## src/rtl/ps2_key_decoder.sv

```systemverilog
// PS/2 set-2 scan-code decoder: make/break/E0 parser, shift and caps-lock tracking,
// a level code for the KBD register and a show-ahead FIFO of key presses.
module ps2_key_decoder #(
  parameter int FIFO_DEPTH = 4,
  parameter bit REPEAT_EN  = 1'b1,
  parameter int CODE_W     = 8
) (
  input  logic              clk,
  input  logic              reset,
  input  logic              scan_ready,
  input  logic [7:0]        scan_code,
  output logic [CODE_W-1:0] key_out,
  output logic              key_valid,
  output logic [CODE_W-1:0] key_data,
  input  logic              key_ready,
  output logic              overflow,
  output logic              shift,
  output logic              caps_lock
);

  localparam int PW = (FIFO_DEPTH > 1) ? $clog2(FIFO_DEPTH) : 1;
  localparam int CW = PW + 1;

  typedef enum logic [1:0] {S_IDLE, S_EXT, S_BRK, S_EXTBRK} state_t;

  state_t      state;
  logic [1:0]  edge_q;
  logic        evt;
  logic        lshift, rshift, caps_held;
  logic        held_valid;
  logic [8:0]  held_key;

  logic        do_make, do_brk, is_ext;
  logic [7:0]  xcode;
  logic [8:0]  key_id;
  logic        held_match, mapped, push, push_ok, pop, full;

  logic [7:0]    mem [FIFO_DEPTH];
  logic [PW-1:0] wr_ptr, rd_ptr;
  logic [CW-1:0] count;

  // Letters carry only the lowercase glyph; uppercase is derived by subtracting 32.
  function automatic logic [7:0] xlate(input logic [7:0] sc, input logic ext,
                                       input logic sh, input logic cp);
    logic [7:0] lo, hi, r;
    logic       alpha;
    lo = '0; hi = '0; r = '0; alpha = 1'b0;
    if (ext) begin
      case (sc)
        8'h6B: r = 8'd130;  8'h75: r = 8'd131;  8'h74: r = 8'd132;
        8'h72: r = 8'd133;  8'h6C: r = 8'd134;  8'h69: r = 8'd135;
        8'h7D: r = 8'd136;  8'h7A: r = 8'd137;  8'h70: r = 8'd138;
        8'h71: r = 8'd139;  8'h4A: r = 8'd47;   8'h5A: r = 8'd128;
        default: r = '0;
      endcase
    end else begin
      case (sc)
        8'h1C: begin lo = "a"; alpha = 1'b1; end  8'h32: begin lo = "b"; alpha = 1'b1; end
        8'h21: begin lo = "c"; alpha = 1'b1; end  8'h23: begin lo = "d"; alpha = 1'b1; end
        8'h24: begin lo = "e"; alpha = 1'b1; end  8'h2B: begin lo = "f"; alpha = 1'b1; end
        8'h34: begin lo = "g"; alpha = 1'b1; end  8'h33: begin lo = "h"; alpha = 1'b1; end
        8'h43: begin lo = "i"; alpha = 1'b1; end  8'h3B: begin lo = "j"; alpha = 1'b1; end
        8'h42: begin lo = "k"; alpha = 1'b1; end  8'h4B: begin lo = "l"; alpha = 1'b1; end
        8'h3A: begin lo = "m"; alpha = 1'b1; end  8'h31: begin lo = "n"; alpha = 1'b1; end
        8'h44: begin lo = "o"; alpha = 1'b1; end  8'h4D: begin lo = "p"; alpha = 1'b1; end
        8'h15: begin lo = "q"; alpha = 1'b1; end  8'h2D: begin lo = "r"; alpha = 1'b1; end
        8'h1B: begin lo = "s"; alpha = 1'b1; end  8'h2C: begin lo = "t"; alpha = 1'b1; end
        8'h3C: begin lo = "u"; alpha = 1'b1; end  8'h2A: begin lo = "v"; alpha = 1'b1; end
        8'h1D: begin lo = "w"; alpha = 1'b1; end  8'h22: begin lo = "x"; alpha = 1'b1; end
        8'h35: begin lo = "y"; alpha = 1'b1; end  8'h1A: begin lo = "z"; alpha = 1'b1; end
        8'h16: begin lo = "1"; hi = "!"; end      8'h1E: begin lo = "2"; hi = "@"; end
        8'h26: begin lo = "3"; hi = "#"; end      8'h25: begin lo = "4"; hi = "$"; end
        8'h2E: begin lo = "5"; hi = "%"; end      8'h36: begin lo = "6"; hi = "^"; end
        8'h3D: begin lo = "7"; hi = "&"; end      8'h3E: begin lo = "8"; hi = "*"; end
        8'h46: begin lo = "9"; hi = "("; end      8'h45: begin lo = "0"; hi = ")"; end
        8'h0E: begin lo = 8'd96; hi = 8'd126; end 8'h4E: begin lo = 8'd45; hi = 8'd95; end
        8'h55: begin lo = 8'd61; hi = 8'd43;  end 8'h5D: begin lo = 8'd92; hi = 8'd124; end
        8'h54: begin lo = 8'd91; hi = 8'd123; end 8'h5B: begin lo = 8'd93; hi = 8'd125; end
        8'h4C: begin lo = 8'd59; hi = 8'd58;  end 8'h52: begin lo = 8'd39; hi = 8'd34; end
        8'h41: begin lo = 8'd44; hi = 8'd60;  end 8'h49: begin lo = 8'd46; hi = 8'd62; end
        8'h4A: begin lo = 8'd47; hi = 8'd63;  end 8'h29: lo = 8'd32;
        8'h5A: lo = 8'd128;  8'h66: lo = 8'd129;  8'h76: lo = 8'd140;  8'h0D: lo = 8'd9;
        8'h05: lo = 8'd141;  8'h06: lo = 8'd142;  8'h04: lo = 8'd143;  8'h0C: lo = 8'd144;
        8'h03: lo = 8'd145;  8'h0B: lo = 8'd146;  8'h83: lo = 8'd147;  8'h0A: lo = 8'd148;
        8'h01: lo = 8'd149;  8'h09: lo = 8'd150;  8'h78: lo = 8'd151;  8'h07: lo = 8'd152;
        8'h70: lo = "0";  8'h69: lo = "1";  8'h72: lo = "2";  8'h7A: lo = "3";
        8'h6B: lo = "4";  8'h73: lo = "5";  8'h74: lo = "6";  8'h6C: lo = "7";
        8'h75: lo = "8";  8'h7D: lo = "9";  8'h71: lo = ".";  8'h7C: lo = "*";
        8'h7B: lo = "-";  8'h79: lo = "+";
        default: lo = '0;
      endcase
      if (alpha)
        r = (sh ^ cp) ? lo - 8'd32 : lo;
      else
        r = (sh && hi != 8'd0) ? hi : lo;
    end
    return r;
  endfunction

  assign evt = (edge_q == 2'b01);

  always_comb begin
    do_make = 1'b0;
    do_brk  = 1'b0;
    is_ext  = 1'b0;
    if (evt) begin
      case (state)
        S_IDLE: begin
          if (scan_code != 8'hE0 && scan_code != 8'hF0 && scan_code != 8'h00 &&
              scan_code != 8'hAA && scan_code != 8'hFA && scan_code != 8'hFE &&
              scan_code != 8'hFF)
            do_make = 1'b1;
        end
        S_EXT: begin
          is_ext  = 1'b1;
          do_make = (scan_code != 8'hF0);
        end
        S_BRK: do_brk = 1'b1;
        S_EXTBRK: begin
          is_ext = 1'b1;
          do_brk = 1'b1;
        end
        default: ;
      endcase
    end
  end

  assign shift      = lshift | rshift;
  assign xcode      = xlate(scan_code, is_ext, shift, caps_lock);
  assign key_id     = {is_ext, scan_code};
  assign held_match = held_valid && (held_key == key_id);
  assign mapped     = (xcode != 8'd0);
  assign push       = do_make && mapped && (REPEAT_EN || !held_match);
  assign key_valid  = (count != '0);
  assign full       = (count == CW'(FIFO_DEPTH));
  assign pop        = key_valid && key_ready;
  assign push_ok    = push && (!full || pop);
  assign key_data   = key_valid ? CODE_W'(mem[rd_ptr]) : '0;

  always_ff @(posedge clk) begin
    if (reset) begin
      state      <= S_IDLE;
      edge_q     <= '0;
      lshift     <= 1'b0;
      rshift     <= 1'b0;
      caps_held  <= 1'b0;
      caps_lock  <= 1'b0;
      held_valid <= 1'b0;
      held_key   <= '0;
      key_out    <= '0;
    end else begin
      edge_q <= {edge_q[0], scan_ready};
      if (evt) begin
        case (state)
          S_IDLE:  state <= (scan_code == 8'hE0) ? S_EXT :
                            (scan_code == 8'hF0) ? S_BRK : S_IDLE;
          S_EXT:   state <= (scan_code == 8'hF0) ? S_EXTBRK : S_IDLE;
          default: state <= S_IDLE;
        endcase
      end
      if (do_make) begin
        if (!is_ext) begin
          if (scan_code == 8'h12) lshift <= 1'b1;
          if (scan_code == 8'h59) rshift <= 1'b1;
          // Typematic repeats of caps lock arrive as further makes; only the first toggles.
          if (scan_code == 8'h58 && !caps_held) begin
            caps_lock <= ~caps_lock;
            caps_held <= 1'b1;
          end
        end
        if (mapped) begin
          key_out    <= CODE_W'(xcode);
          held_key   <= key_id;
          held_valid <= 1'b1;
        end
      end
      if (do_brk) begin
        if (!is_ext) begin
          if (scan_code == 8'h12) lshift    <= 1'b0;
          if (scan_code == 8'h59) rshift    <= 1'b0;
          if (scan_code == 8'h58) caps_held <= 1'b0;
        end
        if (held_match) begin
          key_out    <= '0;
          held_valid <= 1'b0;
        end
      end
    end
  end

  always_ff @(posedge clk) begin
    if (reset) begin
      wr_ptr   <= '0;
      rd_ptr   <= '0;
      count    <= '0;
      overflow <= 1'b0;
    end else begin
      if (pop) rd_ptr <= rd_ptr + 1'b1;
      if (push_ok) wr_ptr <= wr_ptr + 1'b1;
      if (push && full && !pop) overflow <= 1'b1;
      case ({push_ok, pop})
        2'b10:   count <= count + 1'b1;
        2'b01:   count <= count - 1'b1;
        default: ;
      endcase
    end
  end

  always_ff @(posedge clk) begin
    if (push_ok) mem[wr_ptr] <= xcode;
  end

endmodule

```

## config.mk

```make
export PLATFORM = sky130hd
export DESIGN_NAME = ps2_key_decoder
export DESIGN_NICKNAME = d
export VERILOG_FILES = /design/src/rtl/ps2_key_decoder.sv
export SDC_FILE = /design/constraint.sdc
export NUM_CORES = 1
export LEC_CHECK = 0
export ABC_AREA = 1
export BUFFER_PORTS_ARGS = -buffer_cell sky130_fd_sc_hd__clkbuf_2
export CORE_MARGIN = 8
export CORE_UTILIZATION = 61
export DETAILED_ROUTE_END_ITERATION = 10
export PLACE_DENSITY = 0.8
export SLEW_MARGIN = 20
export SYNTH_ARGS = -nofsm -noshare
export SYNTH_HDL_FRONTEND = slang
export SYNTH_SLANG_ARGS = --single-unit
```

## constraint.sdc

```tcl
create_clock -name clk -period 4.15 [get_ports clk]
set_input_delay 0.83 -clock clk [delete_from_list [all_inputs] [get_ports clk]]
set_output_delay 0.83 -clock clk [all_outputs]
set_load 0.05 [all_outputs]
```

==> summary.txt <==
Outcome -> complete, no violations
Die Ht -> 104 um
CP max FO -> 6
Top-count cell post-synth -> nand2_1
Initial Utilization -> 0.623
Hold Fails Final Rpt -> 0
Post-synth EDFFs -> 32
Fill count -> 597
Post-synth top cells -> nand2_1 (204), nor2_1 (164), inv_1 (70)
CP max stage cell -> fa_1
Synth top area cells -> edfxtp_1 (20%), nand2_1 (16%), dfxtp_1 (15%), nor2_1 (13%), inv_1 (5.5%)
Crit path launch -> scan_code[1]
Overflow after GRT -> 0
Worst path top cell family by delay -> simple AND/OR/NAND/NOR gates
Ys async rst share -> 0
Worst-path clk slew -> 0.09 ns
Top-Level Pins -> 32
R2r setup slk -> 0.88 ns
Pwr/cell area -> 383 mW/mm2
Yosys reg bits -> 68
Die Width -> 104 um
Final Skew -> 0.0138 ns
R2R cell count -> 20
Htree depth -> 3
CTS buffer count -> 9
Clock root buffer -> clkbuf_8
Max-slew violations -> 0
Final hold slack -> 0.449 ns
Area Overhead vs Synth -> 19.7%
Worst-margin pin slew -> 0.601 ns
Antenna cell count -> 0
Largest net degree at the start of global routing -> 22
Max_slew headroom -> 0.598
Synth area leader -> edfxtp_1
Worst R2R End -> count[2]$_SDFFE_PP0P_
Place WS -> -0.297 ns
Input/output buffers -> 31
Total Nets Final -> 855
Sink Count -> 68
DR WL/cell -> 17.0 um
Layout cell share with drive strength beyond 1 -> 0.181
Clock Tree Buf Depth -> 2
Largest stage delay on the critical path -> 0.39 ns
Crit path capture -> count[2]$_SDFFE_PP0P_
Yosys warns -> 0
Critical path required time -> 4.40 ns
Critical path depth -> 29
Crit path capture type -> flip-flop
Tmin final -> 3.96 ns
Part of the power in combinational logic -> 0.372
Pre-Repair DR Iteration Count -> 8
Endpoints failing setup -> 0
ANT nets after route -> 0
CTS tree -> done
All-Layer GR Usage -> 0.294
Hold Crit Class -> reg2reg
Fmax -> 253 MHz
Worst Slack Setup Final -> 0.192 ns
# hold bufs at CTS -> 0
Peak VDD IR -> 0.281 mV
Leakage -> 2.92 nW
Synthesized instance count -> 750
Total setup buffers inserted after CTS -> 0
FF-to-FF Start -> edge_q[0]$_SDFF_PP0_
# rows -> 32
Top FF cell, synth -> dfxtp_1
Gpl congestion -> 1.09
Worst skew pair latency -> 0.35 ns
First-pass GRT wire length -> 26.3 mm
Startpoint Class -> input port
Seq pwr share -> 0.379
Net Count, Synth -> 768
DP HPWL -> 12.5 mm
Total Routed Length -> 16.1 mm
Vias -> 5553
Post-synthesis sequential area ratio -> 0.355
Antenna violations before repair -> 0
CORE AREA -> 0.00761 mm2
Number of remaining DRC errors -> 0
Vias per std cell -> 5.88
Buf/Inv on CP -> 6
Synth unique cells -> 37
Vias in the first global route -> 5463
Max_cap viols -> 0
Die area -> 0.0108 mm2
Period utilization -> 0.954
Clock power frac -> 0.249
Yosys top cell area share -> 0.203
Avg Inst Size Synth -> 6.32 um2
Switching Fraction -> 0.429
Mapped Area -> 0.00474 mm2
Crit Path Class -> in2reg
Internal -> 1.24 mW
Drt initial violations -> 634
CP most frequent cell -> nand2_1
P_sw -> 0.930 mW
WP data arrival -> 4.20 ns
tightest hold or removal path, stage by stage, from the launching register on:
cell and delay [ns]:
dfxtp_1 0.30, inv_1 0.06, nor2_1 0.05
through the flow:
step | instance area, um2 | utilization | std cells | power [mW] | TNS, ns
5_1_grt | 5670 | 0.745 | 944 | 2.26 | -0.0251
4_1_cts | 5590 | 0.735 | 944 | 2.15 | 0
6_report | 5670 | 0.745 | 944 | 2.17 | 0
2_1_floorplan | 4740 | - | 750 | 1.40 | 0
3_3_place_gp | 5390 | 0.708 | 928 | 1.57 | -0.223
3_5_place_dp | 5390 | 0.708 | 928 | 1.62 | -0.457
kinds of logic (layout without fill, tap and decap cells):
group | count (synthesis) | after routing | share of synthesized area
flops | 68 | 68 | 0.355
simple gates | 463 | 463 | 0.406
buf+inv | 97 | 189 | 0.0864
fa+ha+maj | 6 | 6 | 0.0174
xor+xnor | 5 | 5 | 0.00925
compound gates | 111 | 111 | 0.126
area by class of cell:
cell class | count | area, um2 | area share
well taps | 102 | 128 | 0.0225
clock buffers | 10 | 149 | 0.0263
clock inverters | 6 | 50.0 | 0.00883
multi-input cells | 585 | 2730 | 0.481
flip-flops and latches | 68 | 1680 | 0.297
inverters | 80 | 300 | 0.0530
repair buffers | 93 | 633 | 0.112
worst min-delay path by stage:
stage	startpoint	to	slack [ns]	cells after the start
after floorplan	edge_q[0]$_SDFF_PP0_	edge_q[1]$_SDFF_PP0_	0.41	2
after global placement	edge_q[0]$_SDFF_PP0_	edge_q[1]$_SDFF_PP0_	0.42	2
after detailed placement	edge_q[0]$_SDFF_PP0_	edge_q[1]$_SDFF_PP0_	0.44	2
after CTS	edge_q[0]$_SDFF_PP0_	edge_q[1]$_SDFF_PP0_	0.45	2
after global routing	rd_ptr[1]$_SDFFE_PP0P_	flip-flop	0.49	2
final	edge_q[0]$_SDFF_PP0_	edge_q[1]$_SDFF_PP0_	0.45	2
cell usage in the layout, fill, tap and decap left out, types with 3 or more instances in the layout:
cell,n
clkbuf_2,30
nand2_4,5
nand3_1,50
nand4_1,14
nor2_2,10
nor2_4,5
clkbuf_8,9
inv_6,3
a21oi_1,42
nand2_2,10
ha_1,5
nor2_1,156
a311oi_1,3
dfxtp_1,36
buf_4,61
edfxtp_1,32
nor3_1,10
inv_2,8
o21ai_1,5
nand2_1,197
inv_1,70
o21ai_0,49
xor2_1,3
power by group through the flow:
stage	Sequential, mW	Clock, mW	Combinational (mW)
3_5_place_dp	0.836	0	0.782
4_1_cts	0.822	0.539	0.792
2_1_floorplan	0.818	0	0.582
3_3_place_gp	0.832	0	0.742
5_1_grt	0.830	0.568	0.864
6_report	0.823	0.539	0.807
routing by layer:
layer,up-vias,share of wire,track usage
li1,2614,-,-
met1,2473,0.38,0.330
met2,359,0.46,0.498
met3,107,0.090,0.0620
met4,0,0.070,0.186
met5,-,0,0
state kept, by name, summed over array words and instances (netlist names), named ones only:
name and cells:
overflow 1, rshift 1, lshift 1, held_valid 1, key_out 8, state 2, count 3, wr_ptr 2
caps_held 1, rd_ptr 2, mem 32, caps_lock 1, held_key 9, edge_q 2
what timing repair did:
item	in CTS	in global routing
gates resized for setup	0	28
endpoints found under the setup margin	0	11
hold endpoints to repair	0	0
No activity file was read; power rests on OpenSTA's default activity.
